File: src/rtl/t5_exec.sv
// ---------------------------------------------------------------------------
// t5_exec -- execute stage of the tra5 RV32I pipeline
//
// Sits directly behind the decode stage. Takes the registered decode operands,
// the opcode fields and the instruction PC. It produces the ALU result,
// the load/store address and store data, the branch decision, and the
// jump/branch target and link value. Every result is registered for the
// memory stage.
//
// Configuration macro: T5_MUL_EN
//   defined   : OP instructions with funct7 = 0000001 and funct3 0xx run an
//               iterative radix-2 multiplier. xstall holds upstream while it
//               runs. funct3 1xx (div/rem) is flagged as unsupported.
//   undefined : there is no multiplier and xstall is tied low. Every M-extension
//               op is flagged as unsupported, with 1-cycle latency.
//
// Ports
//   sclk    in   clock; all state changes on the rising edge
//   srst    in   synchronous reset, active-high
//   sena    in   pipeline enable; the stage advances on sena & !xstall
//   dop1    in   operand 1 (rs1, or PC for AUIPC/LUI/JAL/BRANCH)
//   dop2    in   operand 2 (rs2 for OP, otherwise the immediate)
//   dcp1    in   rs1 value for the branch compare
//   dcp2    in   rs2 value for the branch compare and the store data
//   dopc    in   opcode bits [6:2]
//   dfn3    in   funct3 bits [14:12]
//   dfn7    in   funct7 bits [31:25]
//   xpc     in   PC of this instruction; bits [1:0] carry the hart id
//   xres    out  ALU result or link value
//   xadr    out  load/store effective address
//   xsdt    out  store data
//   xtgt    out  branch/jump target; bits [1:0] come from xpc
//   xbra    out  control transfer taken
//   xopc    out  opcode, passed down the pipe
//   xfn3    out  funct3, passed down the pipe
//   xwbe    out  result is written back to rd
//   xill    out  unsupported instruction
//   xstall  out  stage busy, combinational; upstream must hold its outputs
// ---------------------------------------------------------------------------
module t5_exec #(
    parameter int XLEN = 32
) (
    input  logic            sclk,
    input  logic            srst,
    input  logic            sena,
    input  logic [XLEN-1:0] dop1,
    input  logic [XLEN-1:0] dop2,
    input  logic [XLEN-1:0] dcp1,
    input  logic [XLEN-1:0] dcp2,
    input  logic [6:2]      dopc,
    input  logic [14:12]    dfn3,
    input  logic [31:25]    dfn7,
    input  logic [XLEN-1:0] xpc,
    output logic [XLEN-1:0] xres,
    output logic [XLEN-1:0] xadr,
    output logic [XLEN-1:0] xsdt,
    output logic [XLEN-1:0] xtgt,
    output logic            xbra,
    output logic [6:2]      xopc,
    output logic [14:12]    xfn3,
    output logic            xwbe,
    output logic            xill,
    output logic            xstall
);

    localparam logic [4:0] OPC_LOAD   = 5'b00000;
    localparam logic [4:0] OPC_OPIMM  = 5'b00100;
    localparam logic [4:0] OPC_AUIPC  = 5'b00101;
    localparam logic [4:0] OPC_STORE  = 5'b01000;
    localparam logic [4:0] OPC_OP     = 5'b01100;
    localparam logic [4:0] OPC_LUI    = 5'b01101;
    localparam logic [4:0] OPC_BRANCH = 5'b11000;
    localparam logic [4:0] OPC_JALR   = 5'b11001;
    localparam logic [4:0] OPC_JAL    = 5'b11011;
    localparam logic [4:0] OPC_RESET  = 5'h0D;

    logic [XLEN-1:0] sum;
    logic [XLEN-1:0] link;
    logic [XLEN-1:0] tgt;
    logic [XLEN-1:0] alu;
    logic            sub;
    logic            take;
    logic            mext;
    logic            adv;

    logic [XLEN-1:0] n_res;
    logic            n_wbe;
    logic            n_bra;
    logic            n_ill;

    // One adder serves address generation, AUIPC and all targets.
    assign sum  = dop1 + dop2;

    // The link value steps only the word address, so the hart id in [1:0] is kept.
    assign link = {xpc[XLEN-1:2] + {(XLEN-2){1'b0}} + 1'b1, xpc[1:0]};

    // For JALR, clearing bit 0 and then forcing [1:0] from xpc gives the same
    // value as JAL/BRANCH. One target expression therefore covers all three.
    assign tgt  = {sum[XLEN-1:2], xpc[1:0]};

    assign sub  = (dopc == OPC_OP) & dfn7[30];
    assign mext = (dopc == OPC_OP) & (dfn7 == 7'b0000001);

    always_comb begin
        alu = '0;
        case (dfn3)
            3'b000: alu = sub ? (dop1 - dop2) : (dop1 + dop2);
            3'b001: alu = dop1 << dop2[4:0];
            3'b010: alu = {{(XLEN-1){1'b0}}, ($signed(dop1) < $signed(dop2))};
            3'b011: alu = {{(XLEN-1){1'b0}}, (dop1 < dop2)};
            3'b100: alu = dop1 ^ dop2;
            3'b101: begin
                if (dfn7[30]) begin
                    alu = $signed(dop1) >>> dop2[4:0];
                end else begin
                    alu = dop1 >> dop2[4:0];
                end
            end
            3'b110: alu = dop1 | dop2;
            3'b111: alu = dop1 & dop2;
            default: alu = '0;
        endcase
    end

    always_comb begin
        take = 1'b0;
        case (dfn3)
            3'b000:  take = (dcp1 == dcp2);
            3'b001:  take = (dcp1 != dcp2);
            3'b100:  take = ($signed(dcp1) <  $signed(dcp2));
            3'b101:  take = ($signed(dcp1) >= $signed(dcp2));
            3'b110:  take = (dcp1 <  dcp2);
            3'b111:  take = (dcp1 >= dcp2);
            default: take = 1'b0;
        endcase
    end

`ifdef T5_MUL_EN
    localparam logic [1:0] MUL_IDLE = 2'd0;
    localparam logic [1:0] MUL_BUSY = 2'd1;
    localparam logic [1:0] MUL_DONE = 2'd2;

    logic [1:0]  mstate;
    logic [4:0]  mcnt;
    logic [63:0] mprod;
    logic [31:0] mcand;
    logic        mneg;

    logic        mulop;
    logic        asgn;
    logic        bsgn;
    logic        aneg;
    logic        bneg;
    logic [31:0] amag;
    logic [31:0] bmag;
    logic [32:0] mstep;
    logic [63:0] mfix;
    logic [31:0] mul_res;

    assign mulop = mext & ~dfn3[14];

    // MULH treats both operands as signed and MULHSU only rs1. MUL and MULHU
    // are unsigned; for MUL the low word is the same either way.
    assign asgn = (dfn3[13:12] == 2'b01) | (dfn3[13:12] == 2'b10);
    assign bsgn = (dfn3[13:12] == 2'b01);
    assign aneg = asgn & dop1[31];
    assign bneg = bsgn & dop2[31];
    assign amag = aneg ? (32'd0 - dop1) : dop1;
    assign bmag = bneg ? (32'd0 - dop2) : dop2;

    // Shift-right multiply. The multiplier sits in the low half of mprod. Each
    // step conditionally adds the multiplicand into the high half, then shifts
    // the whole product right by one.
    assign mstep   = {1'b0, mprod[63:32]} + (mprod[0] ? {1'b0, mcand} : 33'd0);
    assign mfix    = mneg ? (64'd0 - mprod) : mprod;
    assign mul_res = (dfn3[13:12] == 2'b00) ? mfix[31:0] : mfix[63:32];

    // Reset drops the stall immediately so the pipe can restart cleanly.
    assign xstall = mulop & (mstate != MUL_DONE) & ~srst;

    always_ff @(posedge sclk) begin
        if (srst) begin
            mstate <= MUL_IDLE;
            mcnt   <= 5'd0;
            mprod  <= 64'd0;
            mcand  <= 32'd0;
            mneg   <= 1'b0;
        end else begin
            case (mstate)
                MUL_IDLE: begin
                    if (mulop & sena) begin
                        mprod  <= {32'd0, bmag};
                        mcand  <= amag;
                        mneg   <= aneg ^ bneg;
                        mcnt   <= 5'd0;
                        mstate <= MUL_BUSY;
                    end
                end
                MUL_BUSY: begin
                    mprod <= {mstep, mprod[31:1]};
                    mcnt  <= mcnt + 5'd1;
                    if (mcnt == 5'd31) begin
                        mstate <= MUL_DONE;
                    end
                end
                MUL_DONE: begin
                    // The output registers take the result on this same enabled edge.
                    if (sena) begin
                        mstate <= MUL_IDLE;
                    end
                end
                default: mstate <= MUL_IDLE;
            endcase
        end
    end
`else
    assign xstall = 1'b0;
`endif

    always_comb begin
        n_res = '0;
        n_wbe = 1'b0;
        n_bra = 1'b0;
        n_ill = 1'b0;
        case (dopc)
            OPC_OPIMM: begin
                n_res = alu;
                n_wbe = 1'b1;
            end
            OPC_OP: begin
                if (mext) begin
`ifdef T5_MUL_EN
                    if (dfn3[14]) begin
                        n_ill = 1'b1;
                    end else begin
                        n_res = mul_res;
                        n_wbe = 1'b1;
                    end
`else
                    n_ill = 1'b1;
`endif
                end else begin
                    n_res = alu;
                    n_wbe = 1'b1;
                end
            end
            OPC_LUI: begin
                n_res = dop2;
                n_wbe = 1'b1;
            end
            OPC_AUIPC: begin
                n_res = sum;
                n_wbe = 1'b1;
            end
            OPC_JAL, OPC_JALR: begin
                n_res = link;
                n_bra = 1'b1;
                n_wbe = 1'b1;
            end
            OPC_BRANCH: begin
                n_bra = take;
            end
            OPC_LOAD: begin
                n_wbe = 1'b1;
            end
            default: begin
                n_res = '0;
            end
        endcase
    end

    assign adv = sena & ~xstall;

    // Address, store data and target are registered for every opcode.
    // The memory stage uses them only where the opcode gives them meaning.
    always_ff @(posedge sclk) begin
        if (srst) begin
            xres <= '0;
            xadr <= '0;
            xsdt <= '0;
            xtgt <= '0;
            xbra <= 1'b0;
            xopc <= OPC_RESET;
            xfn3 <= 3'b000;
            xwbe <= 1'b0;
            xill <= 1'b0;
        end else if (adv) begin
            xres <= n_res;
            xadr <= sum;
            xsdt <= dcp2;
            xtgt <= tgt;
            xbra <= n_bra;
            xopc <= dopc;
            xfn3 <= dfn3;
            xwbe <= n_wbe;
            xill <= n_ill;
        end
    end

endmodule

File: config.mk
export PLATFORM = sky130hd
export DESIGN_NAME = t5_exec
export DESIGN_NICKNAME = d
export VERILOG_FILES = /design/src/rtl/t5_exec.sv
export SDC_FILE = /design/constraint.sdc
export NUM_CORES = 1
export LEC_CHECK = 0
export ABC_AREA = 1
export BUFFER_PORTS_ARGS = -buffer_cell sky130_fd_sc_hd__buf_2
export CAP_MARGIN = 5
export CORE_AREA = 2 2 240 242
export DETAILED_ROUTE_END_ITERATION = 12
export DIE_AREA = 0 0 242 244
export GPL_TIMING_DRIVEN = 0
export PLACE_DENSITY = 0.47
export REMOVE_ABC_BUFFERS = 1
export SLEW_MARGIN = 15
export SYNTH_ARGS = -nofsm -noshare
export SYNTH_HDL_FRONTEND = slang
export SYNTH_SLANG_ARGS = --single-unit
File: constraint.sdc
create_clock -name sclk -period 3.9 [get_ports sclk]
set_input_delay 0 -clock sclk [delete_from_list [all_inputs] [get_ports sclk]]
set_output_delay 0 -clock sclk [all_outputs]
set_load 0.01 [all_outputs]
==> reports/qor.txt <==
Initial antenna violation count: 5
# IOs: 318
Clock transition at the registers of the reported paths: 0.08 ns
Via count: 20.7k
Simple-Gate Fraction of Synth Area: 44.4%
Number of synthesized flops with an enable pin: 0
Slew Limit Headroom: 19.8%
Status: complete, no violations
Core area: 0.0562 mm²
Area delta synth->final: 14.9%
Asr flop ratio synth: 0%
Drt wl/cell: 20.5 µm
Crit end category: flop
First drt pass iteration count: 6
Setup CP Type: in2reg
Final Hold Viols: 0
Starting DRT DRC Count: 1968
Global route overflow: 0
Tmin final: 3.57 ns
Routed Antenna Nets: 0
Top post-synthesis cells by area: nand2_1 (22%), dfxtp_1 (13%), nand3_1 (12%), ha_1 (9.7%), inv_1 (8.8%)
Crit-path cells: dlygate4sd3_1 -> buf_2 -> nand3_1 -> inv_1 -> a21oi_1 -> o221ai_1 -> a21oi_1 -> a21oi_1 -> nand2_1 -> nand2_1 -> nand2_1 -> a21oi_1
Yosys warning count: 0
# Max-Cap Violations: 0
Core Rows: 87
Crit Path Max Fanout: 21
Skew-Pair Late Insertion Delay: 0.39 ns
Mapped Cells: 3082
TritonCTS Buffers: 9
Worst Skew: 0 ns
Maximum clock rate: 0.280 GHz
Yosys top cell area share: 21.9%
Cell mode on critical path: a21oi_1
GR Util All Layers: 27.3%
Clock Path Buffers: 2
Critical path's largest stage delay: 1.15 ns
Final nets: 3588
Crit path required time: 4.23 ns
Largest net degree at the start of global routing: 87
CP top delay family: buffers and inverters
Root buffer cell: clkbuf_16
Power Total: 4.46 mW
Main combinational cell family by area after synthesis: simple AND/OR/NAND/NOR gates
Flops & latches, synth: 109
H-tree depth: 3
Vias in the first global route: 19.0k
Sequential-to-total area share from yosys stat: 13.0%
Vias/cell: 5.12
CP max-delay cell: inv_1
Starting Density: 29.8%
Static Leakage: 10.3 nW
Final setup viols: 0
Synth top cells by count: nand2_1 (977), nand3_1 (406), inv_1 (394)
Power density cells: 232 mW/mm²
Hold Path Class: in2reg
WP data arrival: 3.90 ns
RSZ-0062 raised after global routing: no
Area leader, netlist: nand2_1
Final Wtd Congestion: 1.01
WP buf/inv: 3
Routed WL: 82900 µm
Wire length of the first global-routing pass: 123000 µm
Die Wd: 242 µm
Post-route DRC: 0
Avg Inst Size Synth: 5.44 µm²
Xor/xnor share of the synthesized area: 1.31%
Most common cell in the netlist: nand2_1
Hpwl dp: 67100 µm
Final Max Slew Viols: 0
Fraction of layout cells with a size suffix above 1: 12.2%
Yosys cell types: 54
Proportion of synthesized area in mux cells: 0%
Slew @ Worst Pin: 1.20 ns
Port bufs: 316
CP Launch Type: input port
Die area: 0.0590 mm²
Die Ht: 244 µm
Post-Synth Adder-Cell Area: 9.95%
Maximum vdd drop: 0.233 mV
Setup TNS: 0 ns
Synth Area in Compound Gates: 15.9%
CTS tree: done
Clock Sink Count: 109
Top_reg_cell synth: dfxtp_1
Tcrit/Tclk final: 91.5%
Mapped cell area: 0.0168 mm²
-- cell families after synthesis --
group | Yosys count
other | 1
XOR/XNOR | 25
buffers and inverters | 591
adder cells (fa/ha/maj) | 132
flip-flops | 109
AND/OR/NAND/NOR | 1756
AO/OA/AOI/OAI | 468
-- sequential cells by signal, indices dropped and copies added (netlist names), 2 cells and up --
signal / flops
xadr: 32
xres: 32
xsdt: 32
xopc: 5
xfn3: 3
xtgt: 2
-- worst paths after layout --
path,start,to,slack [ns],cells after the start
hold / removal,srst,xres[23],0.02,2
setup reg to reg,xadr[8],xadr[8],3.17,4
setup / recovery,dfn3[12],xres[26],0.33,12
hold reg to reg,xres[7],xres[7],0.47,2
-- stage by stage --
| step | std cells | worst slack, ns | hold slack [ns] | area (µm²) | util, % |
|---|---|---|---|---|---|
| 6_report | 4045 | 0.332 | 0.0246 | 19300 | 34.3 |
| 2_1_floorplan | 2899 | 1.16 | 0.0624 | 15700 | - |
| 4_1_cts | 4038 | 0.332 | 0.0339 | 19200 | 34.2 |
| 3_3_place_gp | 3971 | -1.59 | 0.265 | 18200 | 32.5 |
| 5_1_grt | 4040 | 0.204 | 0.0467 | 19200 | 34.3 |
| 3_5_place_dp | 3980 | -0.626 | 0.269 | 18500 | 32.9 |
-- timing repair --
| item | in CTS | in global routing |
|---|---|---|
| hold endpoints to repair | 44 | 0 |
| gates resized for setup | 1 | 1 |
| hold buffers | 42 | 0 |
| setup buffers | 0 | 0 |
| endpoints found under the setup margin | 3 | 22 |
-- layout make-up --
class | count | area (µm²)
Tap cell | 756 | 946
Clock inverter | 6 | 83.8
Antenna cell | 6 | 15.0
Clock buffer | 10 | 229
Inverter | 408 | 1540
Multi-Input combinational cell | 2382 | 12000
Timing Repair Buffer | 368 | 2220
Sequential cell | 109 | 2180
Fill cell | 6621 | 36900
-- cells in the final DEF, fill, tap and decap left out, drive strengths merged, types with 18 or more instances in the layout --
master	count
buf	326
o211ai	41
nor3	23
nand4	31
o22ai	18
dfxtp	109
nand2	987
ha	130
a21oi	196
nand3	406
o21ai	154
inv	405
nor2	260
dlygate4sd3	42
xor2	23
-- report_power, final --
part,leakage [nW],switching [mW],internal [mW],total (mW)
combinational,9.29,1.53,0.684,2.21
sequential,0.899,0.0415,1.19,1.23
clock,0.152,0.504,0.512,1.02
total,10.3,2.08,2.38,4.46
-- layer usage --
layer  wire length (µm)  GRT usage [%]
met1              36800           36.4
met2              37000           44.3
met3               5830           4.02
met4               3260           10.4
met5                  0              0
Note: power is estimated with default switching activity, not from simulation.
